$ cat config.mk
export PLATFORM = sky130hd
export DESIGN_NAME = imem_dmem_arbiter
export DESIGN_NICKNAME = d
export VERILOG_FILES = /design/src/rtl/rv32i_mem_pkg.sv /design/src/rtl/arb_prio_sel.sv /design/src/rtl/imem_dmem_arbiter.sv
export SDC_FILE = /design/constraint.sdc
export NUM_CORES = 1
export LEC_CHECK = 0
export BUFFER_PORTS_ARGS = -buffer_cell sky130_fd_sc_hd__buf_2
export CAP_MARGIN = 0
export CORE_MARGIN = 2
export CORE_UTILIZATION = 30
export DETAILED_ROUTE_END_ITERATION = 7
export GPL_TIMING_DRIVEN = 0
export PLACE_DENSITY_LB_ADDON = 0.05
export SYNTH_ARGS = -nofsm -noshare
export SYNTH_HDL_FRONTEND = slang
export SYNTH_SLANG_ARGS = --single-unit
$ cat constraint.sdc
create_clock -name clk -period 4.9 [get_ports clk]
set_clock_uncertainty 0.15 [all_clocks]
set_input_delay 0.245 -clock clk [delete_from_list [all_inputs] [get_ports clk]]
set_output_delay 0.245 -clock clk [all_outputs]
set_load 0.1 [all_outputs]
$ cat src/rtl/rv32i_mem_pkg.sv
// rv32i_mem_pkg: shared encodings and widths for the unified instruction/data memory arbiter
package rv32i_mem_pkg;
  localparam int DW = 32;
  localparam int BW = 4;
  typedef enum logic [1:0] {
    IDLE = 2'd0,
    CMD  = 2'd1,
    WAIT = 2'd2,
    RESP = 2'd3
  } arb_state_t;
  typedef enum logic {
    OWN_IF = 1'b0,
    OWN_D  = 1'b1
  } owner_t;
endpackage

$ cat src/rtl/arb_prio_sel.sv
// arb_prio_sel: data-priority winner select with a saturating fetch starvation counter
module arb_prio_sel
  import rv32i_mem_pkg::*;
#(
  parameter int STARVE_MAX = 3
) (
  input  logic   clk,
  input  logic   rst,
  input  logic   if_req,
  input  logic   d_req,
  input  logic   decide,
  output logic   win_valid,
  output owner_t win,
  output logic   conflict,
  output logic   forced
);
  localparam logic [3:0] SMAX = 4'(STARVE_MAX);
  logic [3:0] starve_cnt;
  // data wins a conflict unless fetch has already lost STARVE_MAX times in a row
  always_comb begin
    conflict  = if_req && d_req;
    forced    = conflict && (starve_cnt == SMAX);
    win_valid = if_req || d_req;
    win       = (d_req && !forced) ? OWN_D : OWN_IF;
  end
  // count consecutive fetch losses; any fetch grant clears the count
  always_ff @(posedge clk or posedge rst)
    if (rst) starve_cnt <= '0;
    else if (decide && win_valid)
      starve_cnt <= (win == OWN_IF) ? '0 :
                    (conflict && starve_cnt != SMAX) ? starve_cnt + 1'b1 : starve_cnt;
endmodule

$ cat src/rtl/imem_dmem_arbiter.sv
// imem_dmem_arbiter: shares one single-port word memory between fetch and load/store ports.
// Define ARB_PERF_CNT_EN to add saturating conflict and forced-fetch counters.
module imem_dmem_arbiter
  import rv32i_mem_pkg::*;
#(
  parameter int AW         = 10,
  parameter int MEM_LAT    = 1,
  parameter int STARVE_MAX = 3
) (
  input  logic          clk,
  input  logic          rst,
  input  logic          if_req,
  input  logic [AW-1:0] if_addr,
  output logic          if_gnt,
  output logic          if_rvalid,
  output logic [DW-1:0] if_rdata,
  input  logic          d_req,
  input  logic          d_we,
  input  logic [AW-1:0] d_addr,
  input  logic [DW-1:0] d_wdata,
  input  logic [BW-1:0] d_be,
  output logic          d_gnt,
  output logic          d_rvalid,
  output logic [DW-1:0] d_rdata,
  output logic          m_en,
  output logic          m_we,
  output logic [AW-1:0] m_addr,
  output logic [DW-1:0] m_wdata,
  output logic [BW-1:0] m_be,
  input  logic [DW-1:0] m_rdata,
`ifdef ARB_PERF_CNT_EN
  output logic [15:0]   perf_conflicts,
  output logic [15:0]   perf_forced,
`endif
  output logic          busy
);
  localparam logic [1:0] LAT_INIT = 2'((MEM_LAT > 1) ? MEM_LAT - 2 : 0);
  arb_state_t state;
  owner_t     owner;
  owner_t     win;
  logic       win_valid;
  logic       conflict;
  logic       forced;
  logic       idle;
  logic [1:0] lat_cnt;
  assign idle     = (state == IDLE);
  assign busy     = !idle;
  assign if_rdata = if_rvalid ? m_rdata : '0;
  assign d_rdata  = d_rvalid ? m_rdata : '0;
  arb_prio_sel #(.STARVE_MAX(STARVE_MAX)) u_sel (
    .clk       (clk),
    .rst       (rst),
    .if_req    (if_req),
    .d_req     (d_req),
    .decide    (idle),
    .win_valid (win_valid),
    .win       (win),
    .conflict  (conflict),
    .forced    (forced)
  );
  // command/latency sequencer: grant and memory strobe are one-cycle pulses, rvalid marks RESP
  always_ff @(posedge clk or posedge rst)
    if (rst) begin
      state     <= IDLE;
      owner     <= OWN_IF;
      lat_cnt   <= '0;
      if_gnt    <= 1'b0;
      d_gnt     <= 1'b0;
      if_rvalid <= 1'b0;
      d_rvalid  <= 1'b0;
      m_en      <= 1'b0;
      m_we      <= 1'b0;
      m_addr    <= '0;
      m_wdata   <= '0;
      m_be      <= '0;
    end else begin
      if_gnt    <= 1'b0;
      d_gnt     <= 1'b0;
      if_rvalid <= 1'b0;
      d_rvalid  <= 1'b0;
      m_en      <= 1'b0;
      m_we      <= 1'b0;
      m_be      <= '0;
      case (state)
        IDLE:
          if (win_valid) begin
            state   <= CMD;
            owner   <= win;
            if_gnt  <= (win == OWN_IF);
            d_gnt   <= (win == OWN_D);
            m_en    <= 1'b1;
            m_we    <= (win == OWN_D) && d_we;
            m_addr  <= (win == OWN_D) ? d_addr : if_addr;
            m_wdata <= (win == OWN_D) ? d_wdata : '0;
            m_be    <= (win == OWN_D) ? d_be : '0;
          end
        CMD:
          if (m_we) state <= IDLE;
          else if (MEM_LAT == 1) begin
            state     <= RESP;
            if_rvalid <= (owner == OWN_IF);
            d_rvalid  <= (owner == OWN_D);
          end else begin
            state   <= WAIT;
            lat_cnt <= LAT_INIT;
          end
        WAIT:
          if (lat_cnt == 2'd0) begin
            state     <= RESP;
            if_rvalid <= (owner == OWN_IF);
            d_rvalid  <= (owner == OWN_D);
          end else lat_cnt <= lat_cnt - 1'b1;
        default: state <= IDLE;
      endcase
    end
`ifdef ARB_PERF_CNT_EN
  // saturating counts of contested decisions and of fetch grants forced by starvation
  always_ff @(posedge clk or posedge rst)
    if (rst) begin
      perf_conflicts <= '0;
      perf_forced    <= '0;
    end else if (idle) begin
      if (conflict && perf_conflicts != 16'hFFFF) perf_conflicts <= perf_conflicts + 1'b1;
      if (forced && perf_forced != 16'hFFFF) perf_forced <= perf_forced + 1'b1;
    end
`else
  logic unused_perf;
  assign unused_perf = conflict ^ forced;
`endif
endmodule
==> metrics.cfg <==
[timing]
slew-limit-headroom_pct=42.76
drv_slew=0
setup_violations=0
worst_slew_pin_slew_ns=0.8573
period_minus_slack_ns=2.182
max_freq_mhz=458.3
rsz0062_at_grt=no
finalCritPeriodShare_pct=44.53
finalHoldViolations=0
fin_setup_tns_ns=0

[clock_tree]
insertion_delay_ns=0.34
clock_sinks=61
ctsLongestPathBuffers=2
tritoncts=yes
htreeDepth=3
clk_pin_slew_ns=0.07
cts-root-buf=clkbuf_8
cts_buffers=9

[synth]
synth_seq_area_share_pct=51.39
synth_top_area_cell=dfrtp_1
avgSynthCellArea_um2=9.868
ys_warn_count=0
synth_top_area_share_pct=51.39
ys_types=34
synth_area_leaders=dfrtp_1 (51%), and2_1 (15%), nand2_1 (7.0%), a22o_1 (5.9%), ha_1 (2.5%)
yosysMostFrequentCell=and2_1
synth_common_cells=and2_1 (70), dfrtp_1 (61), nand2_1 (55)
synth_edf_count=0
synthFlopType=dfrtp_1
syn_inst=301
mappedNetlistArea_mm2=0.002970
ys_ff_latch=61
synth_fp_nets=400
async_flop_share_pct=100.0

[finish]
final_layout_size_suffix_gt1_share_pct=42.91
syn_to_final_growth_pct=63.06
fillers=937
design_area_mm2=0.004843
utilization_pct=50.01
fin_nets=665

[detailed_routing]
wirelength_um=9519
dr.pass1.iters=4
antenna_left=0
drt_iter0_drc=95
num_vias=3123
avgViaCountPerCell=4.424
drt-wirelength-per-cell_um=13.48
remaining_drc_errors=0

[setup_path]
worstSetupPathType=flop to output port
r2r_cells=7
worstSetupStartpointType=flop
critPathMaxFanout=10
cp.required_ns=4.51
endpoint_kind=output port
worstPathArrival_ns=1.79

[grt]
grt.overflow.total=0
antenna_found_initial=2
grt_max_degree=40
grt_usage_pct=17.84
grt_first_pass_wirelength_um=15470
grt_pass1_vias=3108

[floorplanning]
core_mm2=0.009684
die-area_mm2=0.01071
placementRows=36
die_w_um=103.5
chipHeight_um=103.5
start_util_pct=30.67
io_pins=210

[place]
numPortBuffers=208
place_area_mm2=0.004198
dp_hpwl_um=7082
place_congestion=0.7799

[status]
outcome=finished, final reports clean

[hold_path]
min_path_cells=3
hold_path_class=input pin to flop

[job]
cap_violations=0

==> stage by stage <==
stage | hold WS, ns | worst slack, ns | std cells
4_1_cts | 0.001389 | 2.717 | 704
2_1_floorplan | 0.2223 | 2.514 | 301
3_3_place_gp | 0.3071 | 2.082 | 642
6_report | 0.01527 | 2.718 | 706
3_5_place_dp | 0.3139 | 3.033 | 643
5_1_grt | 0.02108 | 2.620 | 706
==> final timing paths <==
kind                             start                   to  slack [ns]
max reg2reg                   state[0]            m_addr[0]        3.07
max                          if_rvalid         if_rdata[28]        2.72
min in group asynchronous          rst           m_wdata[6]        0.50
min                         if_addr[0]            m_addr[0]        0.02
max in group asynchronous          rst  u_sel.starve_cnt[3]        3.49
min reg2reg                m_wdata[28]          m_wdata[28]        0.33
==> sequential cells by signal (all words and copies together), names as in the netlist, 2 cells and up <==
| signal | cells |
|---|---|
| m_addr | 10 |
| state | 2 |
| m_be | 4 |
| m_wdata | 32 |
| u_sel.starve_cnt | 4 |
| lat_cnt | 2 |
==> critical path, cell delays in order, from the launching register on <==
cell	delay (ns)
dfrtp_1	0.44
clkbuf_1	0.31
and2_1	0.24
buf_2	0.45
==> placed cells by master, fill, tap and decap left out, types with 2 or more instances in the layout <==
master	n
and2_1	70
inv_2	2
o21ai_0	12
buf_6	3
dfrtp_1	61
mux2_2	2
clkinv_2	4
nand3_1	2
diode_2	2
buf_2	215
nand2_1	55
o211ai_1	10
clkbuf_8	9
o21ai_1	5
ha_1	6
dlygate4sd3_1	45
nand4_1	10
a22o_1	20
clkbuf_1	10
nand2b_1	2
inv_1	7
==> layout make-up <==
| cell class | instances | area (µm²) | area share [%] |
|---|---|---|---|
| Antenna cell | 2 | 5.005 | 0.1033 |
| Timing Repair Buffer | 254 | 1511 | 31.21 |
| Clock inverter | 7 | 66.31 | 1.369 |
| Multi-Input combinational cell | 210 | 1299 | 26.81 |
| Clock buffer | 9 | 123.9 | 2.557 |
| Tap cell | 133 | 166.4 | 3.436 |
| Inverter | 9 | 33.78 | 0.6975 |
| Sequential cell | 61 | 1526 | 31.52 |
| Buffer | 21 | 111.4 | 2.299 |
==> logic make-up after synthesis <==
logic type,count (synthesis),synth area share [%]
simple gates,147,27.13
compound gates,54,13.02
fa+ha+maj,6,2.527
mux,2,0.7582
xor+xnor,1,0.2949
buf+inv,30,4.886
flops,61,51.39
==> routing by layer <==
layer,share of wire [%],global-route usage [%],up-vias
met5,0,0,-
met4,2.9,7.819,0
met3,8.0,5.286,19
met2,48,29.80,149
met1,41,21.37,1411
li1,-,-,1544
==> what timing repair did <==
item	4_1_cts	5_1_grt
gates resized for setup	0	0
endpoints found under the hold margin	82	0
buffers inserted	0	0
hold buffers	45	0
Power is left out: the tool's default activity adds up to more than one toggle a clock period on the data nets, which glitch-free logic cannot reach.
